**src/rtl/matrix_scan_ctrl_if.sv**
```systemverilog
// Pixel-RAM read port and LED-matrix drive signals of matrix_scan_ctrl.
// master = scan controller, slave = RAM/panel side.
interface matrix_scan_ctrl_if;
    logic [12:0] rdaddr_pix_upper;
    logic [12:0] rdaddr_pix_lower;
    logic [3:0]  dout_pix_upper;
    logic [3:0]  dout_pix_lower;
    logic        r1, g1, b1;
    logic        r2, g2, b2;
    logic        sclk;
    logic        lat;
    logic        oe_n;
    logic [2:0]  row_addr;
    logic        frame_done;

    modport master (
        output rdaddr_pix_upper, rdaddr_pix_lower,
        input  dout_pix_upper, dout_pix_lower,
        output r1, g1, b1, r2, g2, b2,
        output sclk, lat, oe_n, row_addr, frame_done
    );

    modport slave (
        input  rdaddr_pix_upper, rdaddr_pix_lower,
        output dout_pix_upper, dout_pix_lower,
        input  r1, g1, b1, r2, g2, b2,
        input  sclk, lat, oe_n, row_addr, frame_done
    );
endinterface

```
**src/rtl/matrix_scan_ctrl.sv**
```systemverilog
// HUB-style 1/8-scan LED matrix controller: shifts 32 columns per row from two
// pixel RAMs, blanks, latches, then displays the row for ON_CYCLES cycles.
module matrix_scan_ctrl #(
    parameter int unsigned SHIFT_HALF = 2,
    parameter int unsigned ON_CYCLES  = 256
) (
    input logic                clk,
    input logic                rst,
    input logic                enable,
    matrix_scan_ctrl_if.master pix
);

    localparam logic [2:0] StIdle    = 3'd0;
    localparam logic [2:0] StFetch   = 3'd1;
    localparam logic [2:0] StSetup   = 3'd2;
    localparam logic [2:0] StClkh    = 3'd3;
    localparam logic [2:0] StBlank   = 3'd4;
    localparam logic [2:0] StLatch   = 3'd5;
    localparam logic [2:0] StDisplay = 3'd6;

    localparam logic [15:0] ShLast = 16'(SHIFT_HALF - 1);
    localparam logic [15:0] OnLast = 16'(ON_CYCLES - 1);

    logic [2:0]  state_q, state_d;
    logic [2:0]  row_q, row_d;
    logic [4:0]  col_q, col_d;
    logic [15:0] cnt_q, cnt_d;
    logic [2:0]  rgb_up_q, rgb_up_d;
    logic [2:0]  rgb_lo_q, rgb_lo_d;
    logic [2:0]  row_addr_q, row_addr_d;
    logic        idle;
    logic        unused_dout_msb;

    // Bit 3 of each pixel word carries no colour.
    assign unused_dout_msb = pix.dout_pix_upper[3] ^ pix.dout_pix_lower[3];

    always_comb begin
        state_d    = state_q;
        row_d      = row_q;
        col_d      = col_q;
        cnt_d      = cnt_q;
        rgb_up_d   = rgb_up_q;
        rgb_lo_d   = rgb_lo_q;
        row_addr_d = row_addr_q;
        case (state_q)
            StIdle: begin
                if (enable) begin
                    state_d = StFetch;
                    col_d   = '0;
                    cnt_d   = '0;
                end
            end
            StFetch: begin
                state_d = StSetup;
                cnt_d   = '0;
            end
            StSetup: begin
                // RAM data for the address shown in FETCH is valid now.
                if (cnt_q == '0) begin
                    rgb_up_d = pix.dout_pix_upper[2:0];
                    rgb_lo_d = pix.dout_pix_lower[2:0];
                end
                if (cnt_q == ShLast) begin
                    cnt_d   = '0;
                    state_d = StClkh;
                end else begin
                    cnt_d = cnt_q + 16'd1;
                end
            end
            StClkh: begin
                if (cnt_q == ShLast) begin
                    cnt_d = '0;
                    if (col_q == 5'd31) begin
                        state_d = StBlank;
                    end else begin
                        col_d   = col_q + 5'd1;
                        state_d = StFetch;
                    end
                end else begin
                    cnt_d = cnt_q + 16'd1;
                end
            end
            StBlank: begin
                state_d    = StLatch;
                row_addr_d = row_q;
            end
            StLatch: begin
                state_d = StDisplay;
                cnt_d   = '0;
            end
            StDisplay: begin
                if (cnt_q == OnLast) begin
                    cnt_d   = '0;
                    row_d   = row_q + 3'd1;
                    col_d   = '0;
                    state_d = enable ? StFetch : StIdle;
                end else begin
                    cnt_d = cnt_q + 16'd1;
                end
            end
            default: state_d = StIdle;
        endcase
    end

    always_ff @(posedge clk) begin
        if (!rst) begin
            state_q    <= StIdle;
            row_q      <= '0;
            col_q      <= '0;
            cnt_q      <= '0;
            rgb_up_q   <= '0;
            rgb_lo_q   <= '0;
            row_addr_q <= '0;
        end else begin
            state_q    <= state_d;
            row_q      <= row_d;
            col_q      <= col_d;
            cnt_q      <= cnt_d;
            rgb_up_q   <= rgb_up_d;
            rgb_lo_q   <= rgb_lo_d;
            row_addr_q <= row_addr_d;
        end
    end

    // Outputs fall back to their reset values whenever the scanner is idle.
    assign idle = (state_q == StIdle);

    assign pix.rdaddr_pix_upper = (state_q == StFetch) ? {5'b0, row_q, col_q} : 13'd0;
    assign pix.rdaddr_pix_lower = (state_q == StFetch) ? {5'b0, row_q, col_q} : 13'd0;

    assign pix.r1 = rgb_up_q[0] & ~idle;
    assign pix.g1 = rgb_up_q[1] & ~idle;
    assign pix.b1 = rgb_up_q[2] & ~idle;
    assign pix.r2 = rgb_lo_q[0] & ~idle;
    assign pix.g2 = rgb_lo_q[1] & ~idle;
    assign pix.b2 = rgb_lo_q[2] & ~idle;

    assign pix.sclk       = (state_q == StClkh);
    assign pix.lat        = (state_q == StLatch);
    assign pix.oe_n       = (state_q != StDisplay);
    assign pix.row_addr   = idle ? 3'd0 : row_addr_q;
    assign pix.frame_done = (state_q == StDisplay) && (cnt_q == OnLast) && (row_q == 3'd7);

endmodule

```
**src/flat_wrapper.sv**
```systemverilog
// flat-port wrapper written by rule: the top's interface ports become plain ports
module matrix_scan_ctrl_flat 
#(
    parameter int unsigned SHIFT_HALF = 2,
    parameter int unsigned ON_CYCLES  = 256
)
  (clk, rst, enable, pix_rdaddr_pix_upper, pix_rdaddr_pix_lower, pix_dout_pix_upper, pix_dout_pix_lower, pix_r1, pix_g1, pix_b1, pix_r2, pix_g2, pix_b2, pix_sclk, pix_lat, pix_oe_n, pix_row_addr, pix_frame_done);
  matrix_scan_ctrl_if pix_i ();
  input logic clk;
  input logic rst;
  input logic enable;
  output wire logic [$bits(pix_i.rdaddr_pix_upper)-1:0] pix_rdaddr_pix_upper;
  output wire logic [$bits(pix_i.rdaddr_pix_lower)-1:0] pix_rdaddr_pix_lower;
  input wire logic [$bits(pix_i.dout_pix_upper)-1:0] pix_dout_pix_upper;
  input wire logic [$bits(pix_i.dout_pix_lower)-1:0] pix_dout_pix_lower;
  output wire logic [$bits(pix_i.r1)-1:0] pix_r1;
  output wire logic [$bits(pix_i.g1)-1:0] pix_g1;
  output wire logic [$bits(pix_i.b1)-1:0] pix_b1;
  output wire logic [$bits(pix_i.r2)-1:0] pix_r2;
  output wire logic [$bits(pix_i.g2)-1:0] pix_g2;
  output wire logic [$bits(pix_i.b2)-1:0] pix_b2;
  output wire logic [$bits(pix_i.sclk)-1:0] pix_sclk;
  output wire logic [$bits(pix_i.lat)-1:0] pix_lat;
  output wire logic [$bits(pix_i.oe_n)-1:0] pix_oe_n;
  output wire logic [$bits(pix_i.row_addr)-1:0] pix_row_addr;
  output wire logic [$bits(pix_i.frame_done)-1:0] pix_frame_done;
  assign pix_rdaddr_pix_upper = pix_i.rdaddr_pix_upper;
  assign pix_rdaddr_pix_lower = pix_i.rdaddr_pix_lower;
  assign pix_i.dout_pix_upper = pix_dout_pix_upper;
  assign pix_i.dout_pix_lower = pix_dout_pix_lower;
  assign pix_r1 = pix_i.r1;
  assign pix_g1 = pix_i.g1;
  assign pix_b1 = pix_i.b1;
  assign pix_r2 = pix_i.r2;
  assign pix_g2 = pix_i.g2;
  assign pix_b2 = pix_i.b2;
  assign pix_sclk = pix_i.sclk;
  assign pix_lat = pix_i.lat;
  assign pix_oe_n = pix_i.oe_n;
  assign pix_row_addr = pix_i.row_addr;
  assign pix_frame_done = pix_i.frame_done;
  matrix_scan_ctrl #(.SHIFT_HALF(SHIFT_HALF), .ON_CYCLES(ON_CYCLES)) u_core (.clk(clk), .rst(rst), .enable(enable), .pix(pix_i));
endmodule
```
**config.mk**
```make
export PLATFORM = sky130hd
export DESIGN_NAME = matrix_scan_ctrl_flat
export DESIGN_NICKNAME = d
export VERILOG_FILES = /design/src/rtl/matrix_scan_ctrl_if.sv /design/src/rtl/matrix_scan_ctrl.sv /design/src/flat_wrapper.sv
export SDC_FILE = /design/constraint.sdc
export NUM_CORES = 1
export LEC_CHECK = 0
export BUFFER_PORTS_ARGS = -buffer_cell sky130_fd_sc_hd__buf_4
export CAP_MARGIN = 20
export CELL_PAD_IN_SITES_DETAIL_PLACEMENT = 1
export CELL_PAD_IN_SITES_GLOBAL_PLACEMENT = 2
export CORE_ASPECT_RATIO = 1.2
export CORE_MARGIN = 2
export CORE_UTILIZATION = 31
export DETAILED_ROUTE_END_ITERATION = 12
export PLACE_DENSITY_LB_ADDON = 0.1
export RECOVER_POWER = 100
export SYNTH_ARGS = -nofsm -noshare
export SYNTH_HDL_FRONTEND = slang
export SYNTH_SLANG_ARGS = --single-unit
export TNS_END_PERCENT = 50
```
**constraint.sdc**
```tcl
create_clock -name clk -period 2.3 [get_ports clk]
set_clock_uncertainty 0.05 [all_clocks]
set_input_delay 0.46 -clock clk [delete_from_list [all_inputs] [get_ports clk]]
set_output_delay 0.46 -clock clk [all_outputs]
set_load 0.005 [all_outputs]
```
---- Word-level counts from Yosys, hierarchy flattened ----
Index checks and enable logic that the tools add are counted.
word-level totals
  output and inout port bits .............. 39
  register bits after elaboration ......... 36
  logic and storage cells ................. 64
  input bits .............................. 11
operators by class
  muxes and demuxes ....................... 18
  add/subtract/negate cells ............... 3
  bitwise gates (word level) .............. 7
  equal/unequal tests ..................... 16
  reductions and logical operators ........ 13
operators with widths
  kind                                                    count
  one-hot mux 16 bit (4 select lines)                     1
  two-way mux 16 bit                                      3
  one-hot mux 3 bit (7 select lines)                      1
  two-way mux 5 bit                                       4
  two-way mux 3 bit                                       6
  adder 16 x 1 -> 16 bit (second input constant)          1
  equality test 16 x 1 -> 1 bit (second input constant)   1
  equality test 16 x 8 -> 1 bit (second input constant)   1
  logical NOT 16 bit                                      1
  one-hot mux 5 bit (3 select lines)                      1
  equality test 3 bit (second input constant)             4
  two-way mux 8 bit                                       1
  bitwise AND 1 bit                                       6
  equality test 3 x 2 -> 1 bit (second input constant)    2
  inequality test 2 x 1 -> 1 bit (second input constant)  3
  AND reduction 2 bit                                     3
  adder 5 x 1 -> 5 bit (second input constant)            1
  equality test 5 bit (second input constant)             1
  AND reduction 5 bit                                     1
  inequality test 2 bit (second input constant)           2
  AND reduction 4 bit                                     1
  nonzero test 4 bit                                      1
  OR reduction 2 bit                                      2
  adder 3 x 1 -> 3 bit (second input constant)            1
  other kinds (7)                                         8

---- Longest topological paths before layout ----
Gate-level depths: netlist of the first run.
  word-level depth ........................ 4
  mapped depth ............................ 8
  depth with buffers taken out ............ 7

---- Worst setup path before layout of the first run ----
OpenSTA, ideal clock, no wires.
  path type ............................... register to register
  start ................................... register u_core.cnt_q[0]
  end ..................................... register u_core.cnt_q[13]
  path slack .............................. 0.435 ns
  clock period less this slack ............ 1.865 ns
  library setup time ...................... 0.062 ns
  buffers on the path ..................... 1
  cell stages (with the launch flop) ...... 8
  arrival time ............................ 1.753 ns
  data required time ...................... 2.188 ns
  path through ............................ dfxtp_1 -> ha_1 -> nand3_2 -> and4bb_1 -> buf_6 -> o22ai_4 -> or4b_1 -> nand3_1
on the way
  cells in the longest elaborated chain, start to end .. 3
  elaborated cells between the ends (all ways) .. 6
  those cells by class .................... add/sub: 1; eq/ne: 2; mux: 3
ends and longest elaborated chain
  what                                            RTL line                                                                source
  start, declared                                 matrix_scan_ctrl.sv:27                                                  logic [15:0] cnt_q, cnt_d;
  start signal, assigned                          matrix_scan_ctrl.sv:118                                                 cnt_q <= cnt_d;
  adder 16 x 1 -> 16 bit (tied with other cells)  matrix_scan_ctrl.sv:67, matrix_scan_ctrl.sv:80, matrix_scan_ctrl.sv:98
  two-way mux 16 bit (on tied branches)           matrix_scan_ctrl.sv:92, matrix_scan_ctrl.sv:63, matrix_scan_ctrl.sv:71
  one-hot mux 16 bit (4 select lines) (*)         matrix_scan_ctrl.sv:45                                                  case (state_q)
Mark *: on every way between the ends. The rest lies on a longest branch, timed or not.
A chain may end at the register's enable or synchronous reset.

---- Final worst setup path of the first run ----
  start ................................... register u_core.cnt_q[1]
  end ..................................... output pix_frame_done
on the way
  cells in the longest elaborated chain, start to end .. 3
ends and longest elaborated chain
  what                             RTL line                 source
  equality test 16 x 8 -> 1 bit    matrix_scan_ctrl.sv:142  assign pix.frame_done = (state_q == StDisplay) && (cnt_q == OnLast) && (row_q == 3'd7);
  logical AND 1 bit (2 in series)  matrix_scan_ctrl.sv:142
  end, declared                    flat_wrapper.sv:26       output wire logic [$bits(pix_i.frame_done)-1:0] pix_frame_done;
No other way between the ends.

==> impl_metrics.json, run 1 <==
{
  "outcome": "completed",
  "worstSetupEndpointType": "primary output",
  "cts-buffers-inserted": 5,
  "hp-start": "pix_dout_pix_lower[1]",
  "cts_num_sinks": 36,
  "r2r-start": "u_core.cnt_q[2]",
  "cellPowerDensity_nw_per_um2": 488,
  "period_needed_ns": 2.18,
  "ys_seq_area_share_pct": 33.5,
  "fin_util_pct": 37.9,
  "routedWlPerCell_um": 13.5,
  "slew_violations": 0,
  "cts_buffer_depth": 2,
  "setup_tns_ns": 0,
  "ys_top_cells_by_area": "dfxtp_1 (34%), buf_4 (6.3%), mux2i_1 (5.1%)",
  "synthArstFlopShare_pct": 0,
  "drc": 0,
  "grt_pass1_vias": 1835,
  "ir_worst_vdd_uv": 209,
  "synth_top_area_cell": "dfxtp_1",
  "arrival_ns": 1.67,
  "area_delta_synth_final_pct": 19.3,
  "grt_max_degree": 23,
  "worstPathMaxFanout": 5,
  "yosysTopAreaCellShare_pct": 33.5,
  "fmax_ghz": 0.458,
  "die_w_um": 80.0,
  "cts_tree": "done",
  "synthesis.area_sq_um": 2150,
  "num_vias": 1915,
  "dpl_cell_area_sq_um": 2490,
  "cp-startpoint": "u_core.cnt_q[1]",
  "drive_above_1_share_pct": 21.9,
  "grt_pass1_wl_um": 8780,
  "groute.usage.overall_pct": 14.8,
  "required_ns": 1.79,
  "die_area_sq_um": 7620,
  "avgViaCountPerCell": 4.92,
  "total_leakage_power_uw": 0.00105,
  "diodes": 0,
  "antenna_found_initial": 0,
  "fin_crit_sh_pct": 95.0,
  "synth_edf_count": 0,
  "start_util_pct": 31.8,
  "rsz0062_at_grt": "no",
  "finalInstanceArea_sq_um": 2560,
  "yosys_register_bits": 36,
  "synth.most_common_cell": "dfxtp_1",
  "overflow": 0,
  "nNetsFinal": 320,
  "h-tree-depth": 2,
  "cts_root_buf": "clkbuf_8",
  "hpwlAfterDp_um": 3960,
  "top_level_ports": 50,
  "place_congestion": 0.727,
  "die-height_um": 95.2,
  "drt_first_pass_iters": 4,
  "drtIter0Drc": 54,
  "worstSkewPairLatency_ns": 0.29,
  "setup_violations": 0,
  "finalHoldViolCount": 0,
  "core_area_sq_um": 6770,
  "portBuffers": 37,
  "rows": 33,
  "ys_top_cells_by_count": "dfxtp_1 (36), nor2_1 (25), nand2_1 (23)",
  "ys_dominant_reg_cell": "dfxtp_1",
  "yosysUniqueCellTypes": 47,
  "drtAntennaViolNets": 0,
  "cts_hold_buf": 0,
  "r2r_slack_ns": 0.25,
  "syn_avg_cell_area_sq_um": 8.18,
  "drt_wl_total_um": 5240,
  "maxCapViolCount": 0,
  "yosysWarnings": 0,
  "start_kind": "flop",
  "clkTransAtPathRegs_ns": 0.07,
  "path_class": "flop to primary output",
  "hold_class": "primary input to flop",
  "synthCells": 263
}
[worst paths after layout]
check / to / cells past startpoint
setup / recovery: pix_frame_done / 5
hold / removal: u_core.rgb_lo_q[1] / 3
setup reg to reg: u_core.rgb_lo_q[0] / 6
hold reg to reg: u_core.row_addr_q[2] / 2
[logic make-up (layout without fill, tap and decap cells)]
group | Yosys count | after routing | synth area share [%]
adder cells (fa/ha/maj) | 7 | 7 | 4.07
XOR/XNOR | 7 | 7 | 2.85
buffers and inverters | 39 | 69 | 10.5
AND/OR/NAND/NOR | 131 | 131 | 34.2
multiplexers | 11 | 11 | 5.12
flip-flops | 36 | 36 | 33.5
other | 1 | 10 | 0.174
AO/OA/AOI/OAI | 31 | 31 | 9.60
[registers in the layout, summed over array words and instances, names as in the netlist]
register / flops
u_core.row_q: 3
u_core.rgb_lo_q: 3
u_core.rgb_up_q: 3
u_core.state_q: 3
u_core.row_addr_q: 3
u_core.col_q: 5
u_core.cnt_q: 16
[layout by cell type, fill, tap and decap left out, drive strengths merged, types with 10 or more instances in the layout]
cell,n
nor2b,10
clkbuf,25
nor2,25
mux2i,11
inv,11
buf,32
conb,10
dfxtp,36
nand3,17
nand2,23
and2,10
a21oi,12
[layer usage]
layer / global-route usage (%) / up-vias / part of all wire [%] / wire, um
met3: 3.31 / 6 / 2.9 / 152
met1: 17.6 / 920 / 45 / 2370
met2: 25.5 / 24 / 50 / 2640
met5: 0 / - / 0 / 0
li1: - / 965 / - / -
met4: 6.36 / 0 / 1.6 / 86
[layout make-up]
type                       instances  area, sq um
clock buffer                       6         72.6
clock inverter                     1         5.00
fill                             855         4210
inverter                          11         41.3
multi-input combinational        197         1250
sequential                        36          721
tap                               87          109
timing repair buffer              51          365
[worst max-delay path: stages (launching register included)]
cell and delay [ns]:
dfxtp_1 0.39, ha_1 0.23, nand3_2 0.10, and4bb_4 0.40
and3_1 0.16, buf_4 0.10
[timing repair]
| item | in CTS | in global routing |
|---|---|---|
| endpoints found under the hold margin | 0 | 0 |
| resized for setup | 1 | 3 |
| buffers inserted | 0 | 0 |
| setup endpoints to repair | 1 | 2 |
| pin swaps | 0 | 0 |
[stage by stage]
stage	worst slack, ns	hold WS [ns]	instances	total power [uW]
5_1_grt	0.00496	0.353	389	1320
2_1_floorplan	0.435	0.382	272	780
3_5_place_dp	0.225	0.394	382	839
3_3_place_gp	0.302	0.392	382	838
4_1_cts	0.0287	0.343	389	1280
6_report	0.115	0.348	389	1250
[power by group]
| part | total, uW | switching (uW) | internal, uW |
|---|---|---|---|
| clock | 436 | 230 | 206 |
| combinational | 170 | 105 | 65.7 |
| sequential | 646 | 13.0 | 633 |
| total | 1250 | 348 | 904 |
(Power assumes the default switching activity.)
==> inputs of run 2 (changes only) <==
--- a/config.mk
+++ b/config.mk
@@ -10,7 +10,7 @@
 export CELL_PAD_IN_SITES_DETAIL_PLACEMENT = 1
 export CELL_PAD_IN_SITES_GLOBAL_PLACEMENT = 2
 export CORE_ASPECT_RATIO = 1.2
-export CORE_MARGIN = 2
+export CORE_MARGIN = 1.5
 export CORE_UTILIZATION = 31
 export DETAILED_ROUTE_END_ITERATION = 12
 export PLACE_DENSITY_LB_ADDON = 0.1
==> constraint.sdc (replaced) <==
create_clock -name clk -period 2.32 [get_ports clk]
set_clock_uncertainty 0.05 [all_clocks]
set_input_delay 0.464 -clock clk [delete_from_list [all_inputs] [get_ports clk]]
set_output_delay 0.464 -clock clk [all_outputs]
set_load 0.005 [all_outputs]
==> impl_metrics.json, run 2 (synthesis gave the netlist of run 1 again) <==
{
  "outcome": "completed",
  "start_kind": "flop",
  "pwr-share-comb_pct": 13.1,
  "drc": 0,
  "cts_buffer_depth": 2,
  "ir_worst_vdd_uv": 221,
  "diodes": 0,
  "worstHoldPathCells": 3,
  "rows": 33,
  "layout_commonest_cell": "dfxtp_1",
  "largest_reg_flops": 16,
  "setup_tns_ns": 0,
  "area_delta_synth_final_pct": 18.6,
  "total_leakage_power_uw": 0.00105,
  "worstSetupEndpointType": "primary output",
  "grt_pass1_wl_um": 8890,
  "grt_pass1_vias": 1865,
  "antenna_found_initial": 0,
  "avgViaCountPerCell": 4.94,
  "hpwlAfterDp_um": 4040,
  "hp-start": "pix_dout_pix_lower[2]",
  "r2r_slack_ns": 0.27,
  "fin_ws_ns": 0.0754,
  "cp-startpoint": "u_core.cnt_q[8]",
  "cellPowerDensity_nw_per_um2": 500,
  "setup_violations": 0,
  "start_util_pct": 31.8,
  "finalHoldViolCount": 0,
  "grt_busiest_layer": "met2",
  "die-height_um": 94.2,
  "h-tree-depth": 2,
  "hold_path_end": "u_core.rgb_lo_q[2]",
  "placed_cells": 379,
  "path_class": "flop to primary output",
  "groute.usage.overall_pct": 15.4,
  "fin_hold_ws_ns": 0.353,
  "cts-buffers-inserted": 5,
  "routedWlPerCell_um": 13.9,
  "top_level_ports": 50,
  "overflow": 0,
  "clkTransAtPathRegs_ns": 0.08,
  "r2r_cells": 6,
  "drt_first_pass_iters": 4,
  "drtAntennaViolNets": 0,
  "core_area_sq_um": 6770,
  "arrival_ns": 1.73,
  "grt_max_degree": 24,
  "r2r_end": "u_core.rgb_up_q[1]",
  "portBuffers": 37,
  "r2r-start": "u_core.cnt_q[2]",
  "drive_above_1_share_pct": 20.7,
  "clockPowerShare_pct": 37.0,
  "switching_share_pct": 27.1,
  "p_seq_share_pct": 49.9,
  "reg_top3": "u_core.cnt_q x16, u_core.col_q x5",
  "period_needed_ns": 2.24,
  "fin_crit_sh_pct": 96.7,
  "cts_hold_buf": 0,
  "worstSkewPairLatency_ns": 0.30,
  "drtIter0Drc": 43,
  "cts-resized-gates": 0,
  "p_int_uw": 931,
  "cts_root_buf": "clkbuf_8",
  "final_cells": 387,
  "cts_num_sinks": 36,
  "slew_violations": 0,
  "die_area_sq_um": 7450,
  "met1_usage_pct": 17.9,
  "drt_wl_total_um": 5400,
  "pre_cts_ws_ns": 0.315,
  "nNetsFinal": 317,
  "num_vias": 1912,
  "fmax_ghz": 0.446,
  "worstPathMaxFanout": 8,
  "place_congestion": 0.740,
  "n_fill_cell": 834,
  "rsz0062_at_grt": "no",
  "layout_common_cells": "dfxtp_1 (35), buf_4 (30), nor2_1 (25)",
  "die_w_um": 79.0,
  "grt.met3_usage_pct": 3.30,
  "p_sw_uw": 346,
  "post_cts_buffers": 0,
  "hold_class": "primary input to flop",
  "cts_tree": "done",
  "maxCapViolCount": 0,
  "required_ns": 1.81,
  "top_register": "u_core.cnt_q",
  "met2_usage_pct": 27.7
}
run 2: cell count changes in the layout (fill, tap and decap cells not counted), sizes merged:
cell	previous run	this run
buf	32	30
clkbuf	25	26
clkinv	1	0
run 2: layout make-up:
class,instances,area [sq um],share of cell area (%)
clock buffer,8,90.1,3.53
timing repair buffer,48,344,13.5
multi-input combinational,197,1240,48.8
inverter,11,41.3,1.62
sequential,36,722,28.3
tap,87,109,4.27
run 2: critical path, cell delays in order, from the launching register on:
cell and delay (ns):
dfxtp_1 0.37, nor4_2 0.41, and4bb_2 0.36, and3_1 0.17
clkbuf_4 0.13
run 2: how the worst max path moves through the flow:
stage | endpoint | slack, ns
3_5_place_dp | u_core.cnt_q[14] | 0.31
2_1_floorplan | u_core.cnt_q[13] | 0.45
4_1_cts | pix_frame_done | 0.02
5_1_grt | pix_rdaddr_pix_upper[2] | 0.01
6_report | pix_frame_done | 0.08
3_3_place_gp | u_core.col_q[1] | 0.34
run 2: through the flow:
step / power [uW] / instance area [sq um] / util [%]
CTS: 1300 / 2560 / 37.8
detailed placement: 828 / 2470 / 36.5
finish: 1280 / 2550 / 37.7
global route: 1340 / 2550 / 37.7
global placement: 825 / 2470 / 36.5
floorplan: 773 / 2180 / -
run 2: power groups by stage:
stage               clock network (uW)  logic [uW]  registers (uW)
floorplan                            0         127             646
global placement                     0         175             650
detailed placement                   0         178             651
CTS                                488         179             636
global route                       514         192             638
finish                             472         168             636
run 2: metal layers:
metal / up-vias / routed length (um)
met5: - / 0
met3: 6 / 150
met1: 919 / 2420
met4: 0 / 77
met2: 23 / 2750
li1: 964 / -
